==> src/rtl/riscv_writeback.sv <==
// Register-file writeback arbiter: ALU results win, load results queue in a small FIFO,
// and a pending-load scoreboard reports busy operands. Optional macro: RISCV_WB_BYPASS_EN.
package riscv_wb_pkg;
  typedef enum logic {
    RF_WRITE_DISABLE = 1'b0,
    RF_WRITE         = 1'b1
  } rf_wen_t;
endpackage

module riscv_writeback
  import riscv_wb_pkg::*;
#(
  parameter int WORD_LENGTH = 32,
  parameter int ADDR_LENGTH = 5,
  parameter int NUM_REGS    = 32,
  parameter int LQ_DEPTH    = 2
) (
  input  logic                   clk,
  input  logic                   rst,
  input  logic                   alu_valid,
  input  logic [ADDR_LENGTH-1:0] alu_rd,
  input  logic [WORD_LENGTH-1:0] alu_data,
  input  logic                   lsu_valid,
  input  logic [ADDR_LENGTH-1:0] lsu_rd,
  input  logic [WORD_LENGTH-1:0] lsu_data,
  output logic                   lsu_ready,
  input  logic                   issue_valid,
  input  logic [ADDR_LENGTH-1:0] issue_rd,
  input  logic [ADDR_LENGTH-1:0] rs1_addr,
  input  logic [ADDR_LENGTH-1:0] rs2_addr,
  output logic                   rs1_busy,
  output logic                   rs2_busy,
  output rf_wen_t                rf_write_en,
  output logic [ADDR_LENGTH-1:0] rf_write_addr,
  output logic [WORD_LENGTH-1:0] rf_data
);

  localparam int PTR_W = $clog2(LQ_DEPTH);
  localparam int CNT_W = $clog2(LQ_DEPTH + 1);

  typedef struct packed {
    logic [ADDR_LENGTH-1:0] rd;
    logic [WORD_LENGTH-1:0] data;
  } lq_entry_t;

  lq_entry_t              lq_mem [LQ_DEPTH];
  lq_entry_t              head;
  logic [PTR_W-1:0]       wr_ptr;
  logic [PTR_W-1:0]       rd_ptr;
  logic [CNT_W-1:0]       count;
  logic [NUM_REGS-1:0]    pending;
  logic [NUM_REGS-1:0]    pending_next;

  logic                   push;
  logic                   pop;
  logic                   sel_valid;
  logic [ADDR_LENGTH-1:0] sel_rd;
  logic [WORD_LENGTH-1:0] sel_data;

  assign head      = lq_mem[rd_ptr];
  assign lsu_ready = (count != CNT_W'(LQ_DEPTH));
  assign push      = lsu_valid && lsu_ready;

  // ALU always wins; the queue head drains only in ALU-free cycles.
  // NOTE: every always_comb output gets a default first so no path can infer a latch.
  always_comb begin
    pop       = 1'b0;
    sel_valid = alu_valid;
    sel_rd    = alu_rd;
    sel_data  = alu_data;
    if (!alu_valid && count != '0) begin
      pop       = 1'b1;
      sel_valid = 1'b1;
      sel_rd    = head.rd;
      sel_data  = head.data;
    end
  end

  // Set is applied after clear so a same-cycle re-issue of the popped rd stays pending.
  always_comb begin
    pending_next = pending;
    if (pop) pending_next[head.rd] = 1'b0;
    if (issue_valid && issue_rd != '0) pending_next[issue_rd] = 1'b1;
    pending_next[0] = 1'b0;
  end

  always_comb begin
    rs1_busy = pending[rs1_addr];
    rs2_busy = pending[rs2_addr];
`ifdef RISCV_WB_BYPASS_EN
    // The selected write reaches the register file next cycle, so the operand is already safe.
    if (sel_valid && sel_rd == rs1_addr && rs1_addr != '0) rs1_busy = 1'b0;
    if (sel_valid && sel_rd == rs2_addr && rs2_addr != '0) rs2_busy = 1'b0;
`endif
  end

  // NOTE: sequential state uses non-blocking assignments so every register samples pre-edge values.
  always_ff @(posedge clk) begin
    if (rst) begin
      wr_ptr        <= '0;
      rd_ptr        <= '0;
      count         <= '0;
      pending       <= '0;
      rf_write_en   <= RF_WRITE_DISABLE;
      rf_write_addr <= '0;
      rf_data       <= '0;
    end else begin
      if (push) wr_ptr <= wr_ptr + PTR_W'(1);
      if (pop)  rd_ptr <= rd_ptr + PTR_W'(1);
      case ({push, pop})
        2'b10:   count <= count + CNT_W'(1);
        2'b01:   count <= count - CNT_W'(1);
        default: count <= count;
      endcase
      pending     <= pending_next;
      rf_write_en <= (sel_valid && sel_rd != '0) ? RF_WRITE : RF_WRITE_DISABLE;
      if (sel_valid) begin
        rf_write_addr <= sel_rd;
        rf_data       <= sel_data;
      end
    end
  end

  // NOTE: queue storage is not reset; the pointers and count alone define which entries are valid.
  always_ff @(posedge clk) begin
    if (push && !rst) lq_mem[wr_ptr] <= '{rd: lsu_rd, data: lsu_data};
  end

endmodule

==> config.mk <==
export PLATFORM = sky130hd
export DESIGN_NAME = riscv_writeback
export DESIGN_NICKNAME = d
export VERILOG_FILES = /design/src/rtl/riscv_writeback.sv
export SDC_FILE = /design/constraint.sdc
export NUM_CORES = 1
export LEC_CHECK = 0
export CORE_MARGIN = 2
export CORE_UTILIZATION = 29
export DETAILED_ROUTE_END_ITERATION = 8
export GPL_TIMING_DRIVEN = 1
export PLACE_DENSITY = 0.48
export REMOVE_ABC_BUFFERS = 1
export SLEW_MARGIN = 20
export SYNTH_ARGS = -nofsm -noshare
export SYNTH_HDL_FRONTEND = slang
export SYNTH_SLANG_ARGS = --single-unit
==> constraint.sdc <==
create_clock -name clk -period 4.6 [get_ports clk]
set_input_delay 0.92 -clock clk [delete_from_list [all_inputs] [get_ports clk]]
set_output_delay 0.92 -clock clk [all_outputs]
set_load 0.005 [all_outputs]
-- Word level (Yosys, flattened, before mapping)
Memories as Yosys holds them, arrays and structs flattened. A register that Yosys moved wholly into a read port is not among the register bits.
Cells that the tools add are included.
- register bits: 74
- RAM bits: 74
- input bits: 94
- word-level logic and storage cells: 58
- memories: 1
- add/subtract/negate cells: 4
- magnitude comparators: 6
- eq/ne operators: 3
- multiplexer cells: 20
- bitwise gates (word level): 3
- reductions and logical operators: 13
- memory list (memory ; depth ; bits a word ; rd ports ; clocked after memory_dff ; write ports ; RTL line ; text):
    lq_mem ; 2 ; 37 ; 1 ; 1 ; 1 ; 46 ; lq_entry_t lq_mem [LQ_DEPTH];
- operator list (kind ; number):
    32-bit 2-to-1 mux ; 3
    32-bit bitwise AND ; 1
    32-bit inverter ; 1
    32-bit OR ; 1
    5-bit by 6-bit < comparator with 1-bit output, second input constant ; 4
    1-bit 2-to-1 mux ; 11
    1-bit binary-select mux with 5-bit select ; 2
    1-bit demux with 5-bit select ; 2
    5-bit by 1-bit >= comparator with 1-bit output, second input constant ; 2
    5-bit nonzero test ; 2
    1-bit logical AND ; 7
    5-bit 2-to-1 mux ; 1
    2-bit case mux with 2 select lines ; 1
    2-bit nonzero test ; 2
    1-bit adder, second input constant ; 2
    2-bit by 1-bit adder with 2-bit output, second input constant ; 1
    2-bit by 1-bit == test with 1-bit output, second input constant ; 1
    2-bit == test, second input constant ; 1
    1-bit logical NOT ; 2
    2-bit != test, second input constant ; 1
    2-bit by 1-bit subtractor with 2-bit output, second input constant ; 1

-- Longest topological paths before layout
- word-level depth: 9
- gate-level depth with buffers: 8
- mapped depth without buffers: 6

-- Least setup slack after synthesis
No wires, ideal clock.
- kind: input -> register
- start: in rst
- end: mem lq_mem[1][0] (netlist bit) (enable)
- library setup time: 0.485 ns
- arrival time: 3.892 ns
- data required time: 4.115 ns
- setup slack: 0.223 ns
- stages on the path: 2
- path buffers: 1
- path through: clkbuf_1 > nor3b_1
- cells in the longest elaborated chain, start to end: 4
- ends and longest elaborated chain (item ; RTL line ; text):
    start, declared ; 19 ; input logic rst,
    1-bit logical NOT ; 126 ; if (push && !rst) lq_mem[wr_ptr] <= '{rd: lsu_rd, data: lsu_data};
    1-bit logical AND ; 126 ;
    1-bit 2-to-1 mux ; 126 ;
    1-bit 2-to-1 mux (implied by the code) ; 126 ;
    end, declared ; 46 ;
Every way passes these cells.

-- Final worst setup path
- start: in rs1_addr[0]
- end: out rs1_busy
- cells in the longest elaborated chain, start to end: 2
- ends and longest elaborated chain (item ; RTL line ; text):
    start, declared ; 29 ; input logic [ADDR_LENGTH-1:0] rs1_addr,
    1-bit binary-select mux with 5-bit select ; 88 ; rs1_busy = pending[rs1_addr];
    1-bit 2-to-1 mux (implied by the code) ; 88 ;
    end, declared ; 31 ; output logic rs1_busy,
Every way passes these cells. The select of a mux whose other input is x is not followed.

==> metrics.md <==
| Metric | Value |
|---|---|
| Status | finished, final reports clean |
| N_diodes | 0 |
| Vias post-DR | 4,890 |
| Register-to-Register Path Depth | 4 |
| Vias in the first global route | 5,021 |
| DIE WIDTH | about 150 um |
| Starting density of the core | 29.31% |
| Worst-Margin Slew | 836.8 ps |
| CTS max path bufs | 2 |
| Router iterations before antenna repair | 8 |
| CP startpoint | rs1_addr[0] |
| CTS buffer count | 17 |
| Mean Syn Cell Area | 11.39 sq um |
| Area Overhead vs Synth | 33.42% |
| Clock latency on the worst-skew pair | about 420 ps |
| Residual DRC | 0 |
| Sequential fraction of the synthesis area | 58.26% |
| Max-cap violations | 0 |
| Root buf cell | clkbuf_16 |
| Fin Setup TNS | 0 ps |
| Core occupancy in the finished layout | 39.11% |
| RePlAce Congestion | 0.8886 |
| R2r endpoint | pending[4] |
| Hold crit path type | flip-flop to flip-flop |
| Core area | approximately 22,000 sq um |
| Crit. End Element | primary output |
| Fraction of layout cells with a size suffix above 1 | 10.40% |
| Async S/R FF share, synth | 0% |
| H-tree levels | 4 |
| Clock Sink Count | 148 |
| IO buf count | between 100 and 150 |
| Mapped Cells | 558 |
| Total Wirelength | 17,630 um |
| # hold bufs at CTS | 0 |
| Final worst setup slack | between 600 and 700 ps |
| Non-Filler Instances | 972 |
| Worst Skew | 15.89 ps |
| Max-slew headroom | 43.91% |
| PostCTS Resize Cnt | 0 |
| Pin count of the biggest net entering global routing | 72 |
| Post-DR wirelength/cell | 18.13 um |
| Worst-path fanout max | 7 |
| Reg-to-reg slack, setup | 2310 ps |
| DPL Wire Length | 12,140 um |
| Worst Path Required | 3680 ps |
| DIE HEIGHT | between 150 and 200 um |
| Final Total Pwr | 4.018 mW |
| Synth warnings | 0 |
| CP arrival | 3000 ps |
| Final period utilization | 85.22% |
| I/O Pins | between 100 and 150 |
| PwrDens | 473.8 nW/um^2 |
| DR vias/cell | just over 5 |
| Number of DRC markers in iteration 0 | 380 |
| Post-synth EDFFs | 74 |
| Critical path class | input port to primary output |
| Post-place setup slack | 677.4 ps |
| Nets | 774 |
| Num rows | 54 |
| Gr usage total | 15.20% |
| Total grt overflow | 0 |
| P_leak | approximately 2.9 nW |
| F_max | 0.2551 GHz |
| Worst Setup EP | rs1_busy |
| Synth cell types | 42 |
| Peak VDD IR | 0.3086 mV |
| Slew Limit Fails | 0 |
| Global-route wire length before repair | around 28,000 um |
| Antenna violations before repair | 0 |
| Total die area | about 23,000 sq um |
| Reg clk slew, reported paths | 70 ps |
| Final setup fails | 0 |
| Crit path time final | 3920 ps |
| RSZ-0062 raised after global routing | false |
| Top FF cell, synth | edfxtp_1 |
| Post-CTS Repair Setup Buffers | 0 |
| Hold Violations, Final | 0 |
| Area of the mapped netlist | 6357 sq um |
| Critical Path Start Type | input port |
| CTS tree | done |
| Placed insts | 940 |
| Final ANT Viol Nets | 0 |
| Register bit total from synthesis | 148 |
==> cells in the final DEF (no fill, tap or decap), drive strengths merged <==
| cell type | count |
|---|---|
| clkdlybuf4s50 | 132 |
| edfxtp | 74 |
| dfxtp | 74 |
| nand2 | 71 |
| a21oi | 58 |
| nor2 | 40 |
| o21ai | 40 |
| mux2i | 38 |
| mux2 | 20 |
| inv | 18 |
| nand3 | 17 |
| a222oi | 17 |
| clkbuf | 17 |
| nand2b | 8 |
| buf | 8 |
| o211ai | 7 |
| mux4 | 6 |
| nor2b | 6 |
| a221oi | 6 |
| a22oi | 4 |
| clkinvlp | 3 |
| nor3 | 3 |
| o2111ai | 2 |
| a211oi | 2 |
| nand4 | 2 |
| nand3b | 2 |
| nor4 | 2 |
| or3 | 2 |
| xnor2 | 2 |
| xor2 | 2 |
| nor3b | 1 |
| o21ba | 1 |
| and2 | 1 |
| or3b | 1 |
| a211o | 1 |
| a2111oi | 1 |
| ha | 1 |
| clkinv | 1 |
| bufinv | 1 |
==> power by group <==
| part | leakage, nW | switching [mW] | internal (mW) |
|---|---|---|---|
| sequential | 1.29 | 0.122 | 1.55 |
| combinational | 1.33 | 0.493 | 0.486 |
| clock | 0.278 | 0.604 | 0.768 |
| total | 2.90 | 1.22 | 2.80 |
==> through the flow <==
stage                     area [sq um]  hold WS [ps]
after floorplan                   6131         442.2
after global routing              8482         482.3
after global placement            7900         440.9
after CTS                         8482         456.6
after detailed placement          7900         447.5
final                             8482         456.0
==> final cells by class <==
cell class / count / area, sq um
clock inverter: 15 / 156.4
inverter: 8 / 30.03
sequential: 148 / 3705
clock buffer: 17 / 425.4
timing repair buffer: 140 / 1401
tap: 280 / 350.3
multi-input combinational: 364 / 2414
fill: 2069 / 13210
==> cells by family (layout without fill, tap and decap cells) <==
kind of cell,after synthesis,count (layout),synth area share (%)
compound gates,139,139,13.66
xor+xnor,4,4,0.5512
fa+ha+maj,1,1,0.1968
buf+inv,46,180,4.035
flops,148,148,58.26
mux,64,64,12.54
simple gates,156,156,10.77
==> state kept, by name, summed over array words and instances (netlist names), named ones only <==
signal,count
count,2
lq_mem,74
pending,31
rd_ptr,1
rf_data,32
rf_write_addr,5
rf_write_en,1
wr_ptr,1
==> worst max-delay path, stage by stage <==
cell	delay (ps)
clkdlybuf4s50_1	670
mux4_2	550
nand2b_1	160
o2111ai_1	130
nand4_1	110
clkdlybuf4s50_1	470
==> worst min path at each step <==
stage	depth (start not counted)	endpoint	slack, ps	from
2_1_floorplan	2	rf_data[11]	440	rf_data[11]
3_3_place_gp	2	rf_data[12]	440	rf_data[12]
3_5_place_dp	2	rf_data[20]	450	rf_data[20]
4_1_cts	2	rf_data[20]	460	rf_data[20]
5_1_grt	2	rf_data[12]	480	rf_data[12]
6_report	2	rf_data[20]	460	rf_data[20]
==> metal layers <==
layer,global-route usage [%],wire (um),part of all wire [%]
met1,18.59,7636,43
met2,24.92,8371,47
met3,6.161,1393,7.9
met4,4.050,223,1.3
met5,0,0,0
==> synthesized netlist by cell type, drive strengths merged, types with 2 or more instances <==
library cell  count  area share, %
xnor2             2           0.28
a22oi             4           0.47
mux2             20            4.4
mux2i            38            6.0
xor2              2           0.28
inv               8           0.47
nand2b            8           0.79
nor3              3           0.31
buf              22            2.6
nor2b             6           0.59
or3               2           0.20
a222oi           17            2.7
o211ai            7           0.83
nor4              2           0.20
edfxtp           74             35
nand3            17            1.3
nand4             2           0.20
dfxtp            74             23
nor2             40            2.4
o21ai            40            3.1
mux4              6            2.1
a21oi            58            4.6
a211oi            2           0.24
nand2            71            4.2
a221oi            6           0.83
o2111ai           2           0.28
clkbuf           16           0.94
nand3b            2           0.24
Note: power is estimated with default switching activity, not from simulation.
